$ cat config.mk
export PLATFORM = sky130hd
export DESIGN_NAME = pwm_breathe_gen
export DESIGN_NICKNAME = d
export VERILOG_FILES = /design/src/rtl/pwm_breathe_pkg.sv /design/src/rtl/pwm_ramp_channel.sv /design/src/rtl/pwm_breathe_gen.sv
export SDC_FILE = /design/constraint.sdc
export NUM_CORES = 1
export LEC_CHECK = 0
export BUFFER_PORTS_ARGS = -buffer_cell sky130_fd_sc_hd__buf_2
export CAP_MARGIN = 40
export CELL_PAD_IN_SITES_DETAIL_PLACEMENT = 0
export CELL_PAD_IN_SITES_GLOBAL_PLACEMENT = 2
export CORE_ASPECT_RATIO = 0.6
export CORE_MARGIN = 2
export CORE_UTILIZATION = 36
export CTS_BUF_LIST = sky130_fd_sc_hd__clkbuf_8
export DETAILED_ROUTE_END_ITERATION = 10
export PLACE_DENSITY_LB_ADDON = 0.1
export SYNTH_ARGS = -nofsm -noshare
export SYNTH_HDL_FRONTEND = slang
export SYNTH_HIERARCHICAL = 1
export SYNTH_SLANG_ARGS = --single-unit
$ cat constraint.sdc
create_clock -name clk -period 2.75 [get_ports clk]
set_input_delay 0 -clock clk [delete_from_list [all_inputs] [get_ports clk]]
set_output_delay 0 -clock clk [all_outputs]
set_load 0.02 [all_outputs]
$ cat src/rtl/pwm_breathe_pkg.sv
// Shared encodings for the breathing PWM generator: ramp modes and per-channel ramp state.
package pwm_breathe_pkg;

    localparam logic [1:0] MODE_TRI  = 2'd0;
    localparam logic [1:0] MODE_SAW  = 2'd1;
    localparam logic [1:0] MODE_HOLD = 2'd2;

    typedef enum logic {
        ST_UP   = 1'b0,
        ST_DOWN = 1'b1
    } ramp_state_t;

endpackage

$ cat src/rtl/pwm_ramp_channel.sv
// One ramp engine: steps its duty value up/down (triangle) or up-and-wrap (sawtooth) on each tick.
module pwm_ramp_channel
    import pwm_breathe_pkg::*;
#(
    parameter int          WIDTH     = 8,
    parameter int unsigned RESET_VAL = 0
) (
    input  logic             clk,
    input  logic             rst,
    input  logic             i_tick,
    input  logic [1:0]       i_mode,
    input  logic [WIDTH-1:0] i_step,
    output logic [WIDTH-1:0] o_duty,
    output logic             o_dir,
    output logic             o_at_max
);

    localparam logic [WIDTH:0]   MAX_X    = {1'b0, {WIDTH{1'b1}}};
    localparam logic [WIDTH-1:0] RST_DUTY = WIDTH'(RESET_VAL);

    ramp_state_t      r_state;
    ramp_state_t      w_state_nxt;
    logic [WIDTH-1:0] r_duty;
    logic [WIDTH-1:0] w_duty_nxt;
    logic [WIDTH:0]   w_duty_x;
    logic [WIDTH:0]   w_step_x;
    logic [WIDTH:0]   w_sum;
    logic [WIDTH:0]   w_up_lim;

    // One extra bit so the saturation checks never see a wrapped value.
    assign w_duty_x = {1'b0, r_duty};
    assign w_step_x = {1'b0, i_step};
    assign w_sum    = w_duty_x + w_step_x;
    assign w_up_lim = MAX_X - w_step_x;

    always_ff @(posedge clk or posedge rst) begin
        if (rst) begin
            r_state <= ST_UP;
            r_duty  <= RST_DUTY;
        end else begin
            r_state <= w_state_nxt;
            r_duty  <= w_duty_nxt;
        end
    end

    always_comb begin
        w_state_nxt = r_state;
        w_duty_nxt  = r_duty;
        if (i_tick) begin
            case (i_mode)
                MODE_TRI: begin
                    if (r_state == ST_UP) begin
                        if (w_duty_x < w_up_lim) begin
                            w_duty_nxt = w_sum[WIDTH-1:0];
                        end else begin
                            w_duty_nxt  = '1;
                            w_state_nxt = ST_DOWN;
                        end
                    end else begin
                        if (r_duty > i_step) begin
                            w_duty_nxt = r_duty - i_step;
                        end else begin
                            w_duty_nxt  = '0;
                            w_state_nxt = ST_UP;
                        end
                    end
                end
                MODE_SAW: begin
                    w_state_nxt = ST_UP;
                    if (r_duty == '1) begin
                        w_duty_nxt = '0;
                    end else if (w_sum[WIDTH]) begin
                        w_duty_nxt = '1;
                    end else begin
                        w_duty_nxt = w_sum[WIDTH-1:0];
                    end
                end
                default: begin
                end
            endcase
        end
    end

    assign o_duty   = r_duty;
    assign o_dir    = (r_state == ST_DOWN);
    // Flags the tick that brings the duty up to MAX, not ticks that merely keep it there.
    assign o_at_max = (w_duty_nxt == '1) && (r_duty != '1);

endmodule

$ cat src/rtl/pwm_breathe_gen.sv
// Multi-channel breathing PWM: shared prescaler and PWM counter, per-channel ramp, shadowed compare.
module pwm_breathe_gen
    import pwm_breathe_pkg::*;
#(
    parameter int WIDTH      = 8,
    parameter int CHANNELS   = 4,
    parameter int PRESCALE_W = 16
) (
    input  logic                      clk,
    input  logic                      rst,
    input  logic                      i_en,
    input  logic [1:0]                i_mode,
    input  logic [WIDTH-1:0]          i_step,
    input  logic [PRESCALE_W-1:0]     i_prescale,
    output logic [CHANNELS*WIDTH-1:0] o_duty_out,
    output logic [CHANNELS-1:0]       o_dir_out,
    output logic [CHANNELS-1:0]       o_pwm_out,
    output logic                      o_peak_pulse
);

    localparam logic [CHANNELS-1:0] PEAK_SEL = CHANNELS'(1);

    logic [PRESCALE_W-1:0] r_pre_cnt;
    logic                  w_tick;
    logic [WIDTH-1:0]      r_pwm_cnt;
    logic                  w_period_end;
    logic [CHANNELS-1:0]   w_at_max;
    logic                  r_peak;

    assign w_tick       = i_en && (r_pre_cnt == i_prescale);
    assign w_period_end = (r_pwm_cnt == '1);

    always_ff @(posedge clk or posedge rst) begin
        if (rst) begin
            r_pre_cnt <= '0;
        end else if (!i_en || w_tick) begin
            r_pre_cnt <= '0;
        end else begin
            r_pre_cnt <= r_pre_cnt + 1'b1;
        end
    end

    always_ff @(posedge clk or posedge rst) begin
        if (rst) begin
            r_pwm_cnt <= '0;
            r_peak    <= 1'b0;
        end else begin
            r_pwm_cnt <= r_pwm_cnt + 1'b1;
            r_peak    <= |(w_at_max & PEAK_SEL);
        end
    end

    for (genvar g = 0; g < CHANNELS; g++) begin : g_ch
        localparam int unsigned RV = (g * (1 << WIDTH)) / CHANNELS;

        logic [WIDTH-1:0] r_shadow;
        logic             r_pwm;

        pwm_ramp_channel #(
            .WIDTH     (WIDTH),
            .RESET_VAL (RV)
        ) u_ramp (
            .clk      (clk),
            .rst      (rst),
            .i_tick   (w_tick),
            .i_mode   (i_mode),
            .i_step   (i_step),
            .o_duty   (o_duty_out[g*WIDTH +: WIDTH]),
            .o_dir    (o_dir_out[g]),
            .o_at_max (w_at_max[g])
        );

        // Shadow only follows the live duty at the period boundary, keeping each period whole.
        always_ff @(posedge clk or posedge rst) begin
            if (rst) begin
                r_shadow <= WIDTH'(RV);
                r_pwm    <= 1'b0;
            end else begin
                if (w_period_end) begin
                    r_shadow <= o_duty_out[g*WIDTH +: WIDTH];
                end
                r_pwm <= (r_pwm_cnt < r_shadow);
            end
        end

        assign o_pwm_out[g] = r_pwm;
    end

    assign o_peak_pulse = r_peak;

endmodule

# == Word level (Yosys, flattened, before mapping) ==
# Index checks and enable logic that the tools add are counted.
# totals
elab_cells,100
inputBits,29
regBits,97
# op_classes
reduce_logical,7
n_lt_le_gt_ge,12
mux,42
eq_ne,9
n_addsub,11
# op_table
op,count
2-to-1 mux 8 bit,21
one-hot mux 8 bit (2 select lines),4
equality test 8 bit (second input constant),6
adder 8 x 8 -> 9 bit,4
less-than comparator 8 x 9 -> 1 bit,4
> comparator 8 bit,4
less-than comparator 8 bit,4
subtractor 8 bit,4
adder 16 x 1 -> 16 bit (second input constant),1
equality test 16 bit,1
2-to-1 mux 16 bit,1
2-to-1 mux 1 bit,12
subtractor 8 x 8 -> 9 bit (first input constant),1
adder 8 x 1 -> 8 bit (second input constant),1
!= test 8 bit (second input constant),1
one-hot mux 1 bit (2 select lines),4
equality test 2 x 1 -> 1 bit (second input constant),1
logical AND 1 bit,2
zero test 2 bit,1
AND reduction 2 bit,1
nonzero test 2 bit,1
zero test 1 bit,1
logical OR 1 bit,1

# == Logic depth before layout (Yosys ltp) ==
# depth
word_depth,8
ltp_mapped,13
depth_no_buf,11

# == Cells and area by module ==
# The synthesis kept the hierarchy.
# by_module_without_submodules
module,cells_each,area_per_inst_um2,n_inst
pwm_breathe_gen,299,3358.2,1
pwm_ramp_channel (g_ch[1].u_ramp ...),190,1471.4,2
pwm_ramp_channel (g_ch[0].u_ramp),185,1560.2,1
pwm_ramp_channel (g_ch[3].u_ramp),190,1472.7,1

# == Worst setup path after synthesis ==
# Ideal clock, no wire load.
# synth_path
path_type,reg2reg
from,register r_pre_cnt[4]
to,"register r_peak, in the netlist o_peak_pulse"
required_time_ps,2656
path_stages_with_launch,14
arrival_ps,2800
path_slack_ps,-144
setup_time_ps,94
path_cell_list,dfrtp_1 > clkbuf_1 > xnor2_1 > nand4_1 > nor2_1 > and3_1 > nand2b_1 > buf_1 > a311o_1 > a31o_2 > o21bai_1 > o211ai_2 > nand3_1 > nor4b_4
# synth_via
elab_chain_len,5
# synth_rtl
item,line_no,text
"start, declared",pwm_breathe_gen.sv:23,logic [PRESCALE_W-1:0] r_pre_cnt;
"start signal, assigned",pwm_breathe_gen.sv:39,r_pre_cnt <= r_pre_cnt + 1'b1;
equality test 16 bit,pwm_breathe_gen.sv:30,assign w_tick = i_en && (r_pre_cnt == i_prescale);
logical AND 1 bit,pwm_breathe_gen.sv:30,
named net w_tick,pwm_breathe_gen.sv:24,logic w_tick;
2-to-1 mux 8 bit,pwm_ramp_channel.sv:49,if (i_tick) begin
named net g_ch[0].u_ramp.w_duty_nxt[3],pwm_ramp_channel.sv:24,logic [WIDTH-1:0] w_duty_nxt;
equality test 8 bit,pwm_ramp_channel.sv:87,assign o_at_max = (w_duty_nxt == '1) && (r_duty != '1);
logical AND 1 bit,pwm_ramp_channel.sv:87,
named net w_at_max[0],pwm_breathe_gen.sv:27,logic [CHANNELS-1:0] w_at_max;
"end signal, assigned",pwm_breathe_gen.sv:49,r_peak <= |(w_at_max & PEAK_SEL);
"end, declared",pwm_breathe_gen.sv:28,logic r_peak;
# The timed path passes the listed nets, and every way through them passes these cells.
# A chain may end at the register's enable or synchronous reset.

# == Worst setup path after layout ==
# layout_path
from,register g_ch[0].u_ramp.r_duty[3]
to,"register r_peak, in the netlist o_peak_pulse"
# layout_via
elab_chain_len,7
# layout_rtl
item,line_no,text
"start, declared",pwm_ramp_channel.sv:23,logic [WIDTH-1:0] r_duty;
"start signal, assigned",pwm_ramp_channel.sv:42,r_duty <= w_duty_nxt;
adder 8 x 8 -> 9 bit (tied with other cells),pwm_ramp_channel.sv:33,assign w_sum = w_duty_x + w_step_x;
2-to-1 mux 8 bit (on tied branches),"pwm_ramp_channel.sv:72, pwm_ramp_channel.sv:53, pwm_ramp_channel.sv:60",
2-to-1 mux 8 bit (on tied branches),"pwm_ramp_channel.sv:70, pwm_ramp_channel.sv:52",
one-hot mux 8 bit (2 select lines) (*),pwm_ramp_channel.sv:50,case (i_mode)
2-to-1 mux 8 bit (*),pwm_ramp_channel.sv:49,
named net g_ch[0].u_ramp.w_duty_nxt[7],pwm_ramp_channel.sv:24,
equality test 8 bit (*),pwm_ramp_channel.sv:87,
logical AND 1 bit (*),pwm_ramp_channel.sv:87,
named net w_at_max[0],pwm_breathe_gen.sv:27,
# Mark *: on every way through the listed nets, which the timed path passes. The rest lies on a longest branch.

==> flow_metrics.tcl <==
set metrics [dict create \
    nNetsFinal 1327 \
    h-tree-depth 3 \
    cp_top_family "compound AO/OA/AOI/OAI gates" \
    status "finished clean" \
    vdd_drop_max_mv 0.2882 \
    crit_chain "ha_1, nor2_2, a211o_1, or4_1, a311oi_2, a2bb2oi_2, o31ai_4, nor4b_4" \
    cpMaxStageDelayCell "or4_1" \
    num_antenna_cells 0 \
    crit_buf_inv 0 \
    drv_cap 0 \
    period_needed_ns 2.652 \
    max_slew_margin 0.4708 \
    row_count 45 \
    netlist_instances 1039 \
    drt-pass1-iter-count 5 \
    viasPerCell 5.518 \
    worst_ep_required_time_ns 3.04 \
    yosysWarnings 6 \
    drcViolationCount 0 \
    fmax_mhz 377.1 \
    fp.dieH_um 127.8 \
    die_area_um2 26900 \
    worstSkewPairLatency_ns 0.40 \
    critPathKind "flip-flop to flip-flop" \
    power_mw 2.929 \
    drive_gt1_frac 0.2481 \
    syn_nets 1174 \
    overflow 0 \
    drt-total-wl_um 31700 \
    period_share 0.9643 \
    root_buffer "clkbuf_8" \
    setup_tns_ns 0 \
    path_max_fanout 3 \
    multi_input_area_um2 6133 \
    place_ws_ns -0.01454 \
    start_kind "flip-flop" \
    drtIter0Drc 698 \
    initial_core_util 0.3648 \
    rsz0062_at_grt "yes" \
    cts_buffers 9 \
    area_growth_pct 18.08 \
    dpl.hpwl_um 25550 \
    clock-sinks 97 \
    ios 70 \
    max_stage_delay_ns 0.56 \
    track_usage 0.2391 \
    slew_viol_final 0 \
    cts_tree "done" \
    clkTransAtPathRegs_ns 0.11 \
    finClkSkew_ns 0.02156 \
    detail_route.wl_per_cell_um 20.77 \
    fin_ws_ns 0.09818 \
    tightestPinTransition_ns 0.7927 \
    fillers 2538 \
    grt_pass1_wl_um 48700 \
    port_buffers 69 \
    power_density_nw_per_um2 269.5 \
    die_w_um 210.4 \
    vias 8420 \
    final_antenna_net_count 0 \
    setup_viol 0 \
    gp_congestion 0.8860 \
    p_leak_nw 5.150 \
    seq_area_um2 2439 \
    hold_viol_final 0 \
    clockBufferDepth 2 \
    grt_pass1_vias 7851 \
    grt_start_max_net_pins 36 \
    synth_area_um2 9203 \
    avgSynthCellArea_um2 8.857 \
    hold_class "primary input to flip-flop" \
    core_um2 25220 \
    antenna_found_initial 0 \
    cp-end-kind "flip-flop" \
    crit_arrival_ns 2.94 \
]
## per-layer routing
| metal | track usage | up-vias | part of all wire |
|---|---|---|---|
| met5 | 0 | - | 0 |
| met4 | 0.02196 | 0 | 0.0046 |
| met3 | 0.05537 | 13 | 0.072 |
| met2 | 0.2894 | 268 | 0.35 |
| met1 | 0.4143 | 4033 | 0.57 |
| li1 | - | 4106 | - |
## sequential cells by signal, indices dropped and copies added (netlist names)
register / count
r_pre_cnt: 16
g_ch.u_ramp/o_dir: 4
o_peak_pulse: 1
g_ch.r_shadow: 32
g_ch.r_pwm: 4
g_ch.u_ramp/o_duty: 32
r_pwm_cnt: 8
## where the power goes
group	switching, mW	internal (mW)
combinational	0.295	0.185
clock	0.549	0.468
sequential	0.00283	1.43
## worst register-to-register path, delay by kind of cell, from the launching register on
kind | cells | cell delay (ns)
adder cells (fa/ha/maj) | 1 | 0.36
flip-flops | 1 | 0.46
AO/OA/AOI/OAI | 4 | 0.95
AND/OR/NAND/NOR | 3 | 0.77
## final timing paths
path	cells after the start	endpoint	slack, ns	startpoint
max reg2reg	8	o_peak_pulse	0.1	g_ch[0].u_ramp/o_duty[3]
max	8	o_peak_pulse	0.1	g_ch[0].u_ramp/o_duty[3]
min in group asynchronous	3	g_ch[2].u_ramp/o_duty[1]	0.23	rst
min reg2reg	1	g_ch[0].r_shadow[7]	0.52	g_ch[0].r_shadow[7]
max in group asynchronous	4	g_ch[1].r_shadow[6]	1.57	rst
min	6	r_pre_cnt[1]	0.19	i_prescale[13]
## final cells by class
type / instances / area share
Clock buffer: 11 / 0.01393
Clock inverter: 5 / 0.005181
Inverter: 101 / 0.03489
Multi-Input combinational cell: 788 / 0.5644
Sequential cell: 97 / 0.2244
Tap cell: 329 / 0.03788
Timing Repair Buffer: 195 / 0.1193
## per-stage QoR
step,cell area [µm²],hold slack (ns),utilization,std cells
2_1_floorplan,9205,-0.1735,-,1039
4_1_cts,10770,0.1770,0.4270,1522
6_report,10870,0.1916,0.4308,1526
3_5_place_dp,10530,0.09407,0.4174,1504
5_1_grt,10870,0.1788,0.4308,1526
3_3_place_gp,10530,0.09618,0.4174,1504
## repair_timing
| action | in CTS | in global routing |
|---|---|---|
| pin swaps | 0 | 10 |
| gates resized for setup | 5 | 11 |
| buffers inserted | 0 | 4 |
| hold buffers | 2 | 0 |
| endpoints found under the hold margin | 75 | 0 |
| endpoints found under the setup margin | 1 | 2 |
## cells in the final DEF (no fill, tap or decap), drive strengths merged, types with 18 or more instances in the layout
master,instances
xnor2,45
a21oi,46
inv,102
o21ai,47
buf,193
nand2b,21
nor3,21
nand2,52
dfrtp,89
nor2,73
nand3,31
nand4,38
mux2,32
ha,98
a211oi,20
nor2b,18
Note: power is estimated with default switching activity, not from simulation.
